--- config.mk ---
export PLATFORM = sky130hd
export DESIGN_NAME = fetch_ctrl
export DESIGN_NICKNAME = d
export VERILOG_FILES = /design/src/rtl/fetch_pkg.sv /design/src/rtl/fetch_redirect_latch.sv /design/src/rtl/fetch_ctrl.sv
export SDC_FILE = /design/constraint.sdc
export NUM_CORES = 1
export LEC_CHECK = 0
export BUFFER_PORTS_ARGS = -buffer_cell sky130_fd_sc_hd__buf_2
export CORE_UTILIZATION = 47
export DETAILED_ROUTE_END_ITERATION = 8
export GPL_ROUTABILITY_DRIVEN = 0
export PLACE_DENSITY = 0.89
export RECOVER_POWER = 50
export REMOVE_ABC_BUFFERS = 1
export SKIP_LAST_GASP = 1
export SLEW_MARGIN = 20
export SYNTH_ARGS = -nofsm -noshare
export SYNTH_HDL_FRONTEND = slang
export SYNTH_SLANG_ARGS = --single-unit
--- constraint.sdc ---
create_clock -name clk -period 2.15 [get_ports clk]
set_input_delay 0 -clock clk [delete_from_list [all_inputs] [get_ports clk]]
set_output_delay 0 -clock clk [all_outputs]
set_load 0.05 [all_outputs]
--- src/rtl/fetch_pkg.sv ---
// Shared types for the IF-stage fetch controller: FSM states, redirect kinds, NOP encoding.
// No logic here beyond the redirect priority rule.
// Used by fetch_ctrl and fetch_redirect_latch.
package fetch_pkg;

   typedef enum logic [1:0] {
      BOOT = 2'd0,
      REQ  = 2'd1,
      HOLD = 2'd2
   } fetch_state_t;

   typedef enum logic [1:0] {
      NONE = 2'd0,
      BR   = 2'd1,
      TRAP = 2'd2
   } redir_kind_t;

   localparam logic [31:0] NOP_INSTR = 32'h0000_0013;

   // A new trap always wins; a new branch wins unless a trap is already pending.
   function automatic logic redir_takes_over(input redir_kind_t incoming,
                                             input redir_kind_t pending);
      return (incoming == TRAP) || ((incoming == BR) && (pending != TRAP));
   endfunction

endpackage

--- src/rtl/fetch_redirect_latch.sv ---
// Merges this cycle's branch/trap request with the pending one and remembers it until the fetch completes.
// Latency: redirect visible combinationally the same cycle; pending state updates on posedge.
// Backpressure: none; capture/clear strobes come from the fetch FSM.
module fetch_redirect_latch
   import fetch_pkg::*;
#(
   parameter int XLEN = 32
) (
   input  logic            clk,
   input  logic            rst,
   input  logic            br_valid_i,
   input  logic [XLEN-1:0] br_target_i,
   input  logic            trap_valid_i,
   input  logic [XLEN-1:0] mtvec_i,
   input  logic            capture_i,
   input  logic            clear_i,
   output logic            redir_vld_o,
   output logic [XLEN-1:0] redir_tgt_o
);

   redir_kind_t     pend_kind_q;
   redir_kind_t     in_kind;
   redir_kind_t     eff_kind;
   logic [XLEN-1:0] pend_tgt_q;
   logic [XLEN-1:0] in_tgt;
   logic [XLEN-1:0] eff_tgt;

   always_comb begin
      in_kind = NONE;
      in_tgt  = br_target_i;
      if (trap_valid_i) begin
         in_kind = TRAP;
         in_tgt  = mtvec_i;
      end else if (br_valid_i) begin
         in_kind = BR;
      end
      eff_kind = pend_kind_q;
      eff_tgt  = pend_tgt_q;
      if (redir_takes_over(in_kind, pend_kind_q)) begin
         eff_kind = in_kind;
         eff_tgt  = in_tgt;
      end
   end

   assign redir_vld_o = (eff_kind != NONE);
   assign redir_tgt_o = eff_tgt & ~XLEN'(3);

   always_ff @(posedge clk) begin
      if (rst) begin
         pend_kind_q <= NONE;
         pend_tgt_q  <= '0;
      end else if (clear_i) begin
         pend_kind_q <= NONE;
      end else if (capture_i) begin
         pend_kind_q <= eff_kind;
         pend_tgt_q  <= eff_tgt;
      end
   end

endmodule

--- src/rtl/fetch_ctrl.sv ---
// IF-stage sequencer: picks next PC (trap > branch > PC+4), runs imem req/ack, presents {pc, instr}.
// Latency: ack at edge N gives if_valid_o after edge N+1.
// Backpressure: stall_i at ack parks the instruction in HOLD until stall_i drops or a redirect arrives.
module fetch_ctrl
   import fetch_pkg::*;
#(
   parameter int              XLEN      = 32,
   parameter logic [XLEN-1:0] RESET_VEC = '0
) (
   input  logic            clk,
   input  logic            rst,
   input  logic [XLEN-1:0] pc_i,
   output logic            pc_ld_o,
   output logic [XLEN-1:0] pc_next_o,
   input  logic            stall_i,
   input  logic            br_valid_i,
   input  logic [XLEN-1:0] br_target_i,
   input  logic            trap_valid_i,
   input  logic [XLEN-1:0] mtvec_i,
   output logic            imem_req_o,
   output logic [XLEN-1:0] imem_addr_o,
   input  logic            imem_ack_i,
   input  logic [31:0]     imem_rdata_i,
   output logic            if_valid_o,
   output logic [XLEN-1:0] if_pc_o,
   output logic [31:0]     if_instr_o
);

   fetch_state_t    state_q;
   fetch_state_t    state_d;
   logic            redir_vld;
   logic [XLEN-1:0] redir_tgt;
   logic            redir_cap;
   logic            redir_clr;
   logic            valid_d;
   logic [XLEN-1:0] pc_d;
   logic [31:0]     instr_d;
   logic [XLEN-1:0] pc_plus4;

   // Wraps modulo 2^XLEN by construction.
   assign pc_plus4    = (pc_i + XLEN'(4)) & ~XLEN'(3);
   assign imem_addr_o = pc_i;

   fetch_redirect_latch #(
      .XLEN (XLEN)
   ) u_redirect (
      .clk          (clk),
      .rst          (rst),
      .br_valid_i   (br_valid_i),
      .br_target_i  (br_target_i),
      .trap_valid_i (trap_valid_i),
      .mtvec_i      (mtvec_i),
      .capture_i    (redir_cap),
      .clear_i      (redir_clr),
      .redir_vld_o  (redir_vld),
      .redir_tgt_o  (redir_tgt)
   );

   always_comb begin
      state_d    = state_q;
      pc_ld_o    = 1'b0;
      pc_next_o  = pc_plus4;
      imem_req_o = 1'b0;
      redir_cap  = 1'b0;
      redir_clr  = 1'b0;
      valid_d    = 1'b0;
      pc_d       = if_pc_o;
      instr_d    = if_instr_o;
      case (state_q)
         BOOT: begin
            pc_ld_o   = 1'b1;
            pc_next_o = RESET_VEC & ~XLEN'(3);
            redir_cap = 1'b1;
            state_d   = REQ;
         end
         REQ: begin
            imem_req_o = 1'b1;
            if (!imem_ack_i) begin
               redir_cap = 1'b1;
            end else begin
               redir_clr = 1'b1;
               if (redir_vld) begin
                  // Data fetched down the old path is dropped.
                  pc_ld_o   = 1'b1;
                  pc_next_o = redir_tgt;
               end else begin
                  valid_d = 1'b1;
                  pc_d    = pc_i;
                  instr_d = imem_rdata_i;
                  if (stall_i) state_d = HOLD;
                  else         pc_ld_o = 1'b1;
               end
            end
         end
         HOLD: begin
            valid_d = 1'b1;
            if (redir_vld) begin
               pc_ld_o   = 1'b1;
               pc_next_o = redir_tgt;
               valid_d   = 1'b0;
               state_d   = REQ;
            end else if (!stall_i) begin
               pc_ld_o = 1'b1;
               valid_d = 1'b0;
               state_d = REQ;
            end
         end
         default: state_d = BOOT;
      endcase
   end

   always_ff @(posedge clk) begin
      if (rst) begin
         state_q    <= BOOT;
         if_valid_o <= 1'b0;
         if_pc_o    <= '0;
         if_instr_o <= NOP_INSTR;
      end else begin
         state_q    <= state_d;
         if_valid_o <= valid_d;
         if_pc_o    <= pc_d;
         if_instr_o <= instr_d;
      end
   end

endmodule
==> results.md <==
* Synthesized instance count at 694
* Worst Hold Class: primary input to flop
* Max-cap violations at 0
* Worst slew pin tran at 0.767 ns
* Maximum vdd drop at 0.479 mV
* Cell Pwr Density at 702 mW/mm^2
* Combinational family with the most area after synthesis: simple AND/OR/NAND/NOR gates
* Placeable Area at 0.0110 sq mm
* Setup_tns at -0.167 ns
* Post-Synth Simple-Gate Area at 0.215
* # clock sinks at 99
* Filler cell count at 805
* I/O pins at 265
* Worst Setup End Kind: primary output
* Outcome: finished, violations left
* Crit path kind: flop to primary output
* Dpl cells at 1,036
* Area Overhead vs Synth at 47.9%
* Die span in y at 110 microns
* Final setup margin at -0.0448 ns
* CP max FO at 18
* Final wirelength at 21.3 mm
* Initial antenna violation count at 0
* FF+latch count, synth at 99
* Post-route DRC at 0
* Die ar. at 0.0120 sq mm
* Cell Rows at 38
* DRT iter0 DRCs at 631
* Failing checks: setup timing
* Startpoint Class: flop
* Final hold violations at 0
* IO buf count at 258
* Synth Area in Compound Gates at 0.184
* Leakage at 3.22 nW
* Max Freq at 0.456 GHz
* Grt total ovfl at 0
* Htree depth at 3
* Antenna viol nets, final at 0
* Slew Viols, Final at 0
* Total track usage at 0.330
* Clock Skews at 0.00543 ns
* Final cell count without fillers at 1,139
* Min cycle time layout at 2.19 ns
* Diodes inserted at 0
* Root Buffer: clkbuf_16
* Via density at 5.67
* Worst EP required at 2.15 ns
* Netlist Area Pre-Place at 0.00543 sq mm
* Multi-input gate area at 0.00314 sq mm
* Global-route wire length before repair at 30.2 mm
* Nets at 1,134
* Synth top area share at 0.365
* Proportion of synthesized area in mux cells at 0.0808
* Synthesis Warnings at 0
* DIE WIDTH at 110 microns
* Adder-cell share of the synthesized area at 0.0115
* Post-DP HPWL at 12.5 mm
* Worst slew margin at 0.486
* Worst-Skew Late Latency at 0.34 ns
* Final setup fails at 6
* Largest net degree at the start of global routing at 66
* Final Cycle Share at 1.02
* Post-synth EDFFs at 0
* Distinct cell type count after synthesis at 48
* Clock Path Buffers at 2
* Sequential fraction of the synthesis area at 0.365
* Share of cells above drive strength 1 at 0.285
* Syn Area/Cell at 7.83 sq um
* DR pass1 iterations at 5
* Clock slew at reported path FFs at 0.07 ns
* Most common flop cell mapped by yosys: dfxtp_1
* WL/cell at 18.7 microns
* CTS Buf Count at 9
* Sequential Area at 0.00199 sq mm
* Area contributors post-synth: dfxtp_1, nand2_1, a21oi_1, buf_4, mux2_2
* Total number of vias at 6,455
* Vias in the first global route at 6,138
* RSZ-0062 raised after global routing: true
* Asr flop ratio synth at 0
* WP data arrival at 2.19 ns
* CTS tree: done
* Post-synthesis xor/xnor area fraction at 0.0435
* Yosys top cell by area: dfxtp_1
* Initial Utilization at 0.493
layout make-up:
| class | instances | share of cell area |
|---|---|---|
| Tap cell | 140 | 0.0218 |
| Clock inverter | 4 | 0.00623 |
| Inverter | 10 | 0.00498 |
| Timing Repair Buffer | 371 | 0.297 |
| Sequential cell | 99 | 0.247 |
| Clock buffer | 11 | 0.0314 |
| Multi-Input combinational cell | 504 | 0.391 |
critical path, stage by stage, from the launching register on:
cell and delay, ns:
dfxtp_2 0.35, inv_1 0.11, ha_2 0.23, a21oi_2 0.09
or3_4 0.36, buf_8 0.17, a211oi_2 0.17, o21bai_2 0.17
buf_6 0.18
worst paths after layout:
path / from / end / slack [ns] / cells past startpoint
setup / recovery: state_q[1]$_SDFFE_PP0P_ / pc_next_o[3] / -0.04 / 8
setup reg to reg: u_redirect.pend_kind_q[1]$_SDFFE_PP0P_ / u_redirect.pend_tgt_q[2]$_SDFFE_PP0P_ / 0.09 / 11
hold / removal: pc_i[26] / if_pc_o[26]$_SDFFE_PP0P_ / 0.01 / 3
hold reg to reg: u_redirect.pend_tgt_q[20]$_SDFFE_PP0P_ / u_redirect.pend_tgt_q[20]$_SDFFE_PP0P_ / 0.45 / 2
cells in the mapped netlist, drive strengths merged, types with 3 or more instances:
library cell / n
nand2: 161
a21oi: 83
nand2b: 13
nand4: 8
xnor2: 15
clkbuf: 31
nor2: 19
nor3: 7
nand3: 25
xor2: 12
dfxtp: 99
o22ai: 39
a2bb2oi: 5
inv: 9
mux2: 23
o211ai: 8
buf: 51
o21ai: 28
and3: 3
mux2i: 18
nor4: 5
ha: 5
and4: 5
kinds of logic (layout without fill, tap and decap cells):
family	after synthesis	after routing
fa+ha+maj	5	5
mux	41	41
compound gates	174	174
flops	99	99
xor+xnor	27	27
other cells	1	2
simple gates	255	255
buf+inv	92	396
registers in the layout (all words and copies together), names as in the netlist:
signal and flops:
if_valid_o 1, u_redirect.pend_tgt_q 30, state_q 2, u_redirect.pend_kind_q 2
if_instr_o 32, if_pc_o 32
report_power, final:
group | switching [mW] | total (mW) | internal [mW]
combinational | 1.21 | 1.96 | 0.751
clock | 0.698 | 1.66 | 0.958
sequential | 0.0702 | 2.02 | 1.95
total | 1.98 | 5.64 | 3.66
per-stage QoR:
| stage | hold WS, ns | utilization | worst slack [ns] | total power, mW | cell area [sq um] |
|---|---|---|---|---|---|
| 2_1_floorplan | 0 | - | -1.34 | 2.92 | 4940 |
| 3_3_place_gp | 0.211 | 0.602 | 0.222 | 3.59 | 6640 |
| 3_5_place_dp | 0.216 | 0.602 | 0.210 | 3.61 | 6640 |
| 4_1_cts | 0.000783 | 0.715 | -0.0289 | 5.45 | 7890 |
| 5_1_grt | 0.0193 | 0.729 | -0.0837 | 5.83 | 8040 |
| 6_report | 0.0141 | 0.729 | -0.0448 | 5.64 | 8040 |
routing by layer:
layer,up-vias,GRT usage,wire length [microns]
met5,-,0,0
met4,0,0.177,804
met3,84,0.0824,1630
met2,388,0.563,10700
met1,3012,0.379,8190
li1,2971,-,-
timing repair:
item	in CTS	in global routing
resized for setup	36	72
pin swaps	1	10
buffers inserted	12	5
hold endpoints to repair	70	0
setup endpoints to repair	29	32
hold buffers	70	0
cloned	1	1
layout by cell type, fill, tap and decap left out, types with 3 or more instances in the layout:
| cell | synthesis | routed |
|---|---|---|
| o22ai_2 | 0 | 8 |
| buf_6 | 6 | 3 |
| nor4_1 | 4 | 4 |
| dlygate4sd3_1 | 0 | 70 |
| ha_1 | 5 | 3 |
| inv_1 | 9 | 8 |
| o211ai_1 | 8 | 8 |
| a2bb2oi_1 | 5 | 5 |
| o22ai_1 | 39 | 31 |
| nand2_1 | 161 | 161 |
| nor3_1 | 7 | 6 |
| o21ai_0 | 24 | 15 |
| mux2i_1 | 18 | 8 |
| mux2_4 | 0 | 7 |
| mux2i_2 | 0 | 7 |
| nor2_1 | 19 | 18 |
| clkbuf_16 | 0 | 10 |
| o21ai_2 | 2 | 3 |
| mux2_2 | 23 | 16 |
| buf_2 | 8 | 130 |
| nand2b_1 | 13 | 13 |
| o21ai_1 | 2 | 9 |
| clkbuf_1 | 31 | 98 |
| a21oi_1 | 83 | 80 |
| nand3_1 | 24 | 23 |
| buf_4 | 37 | 60 |
| nand4_1 | 7 | 7 |
| xnor2_1 | 15 | 15 |
| dfxtp_1 | 99 | 96 |
| xor2_1 | 12 | 12 |
| and4_1 | 4 | 4 |
| buf_12 | 0 | 5 |
| mux2i_4 | 0 | 3 |
| and3_1 | 3 | 3 |
Power figures use the tool's default switching activity.
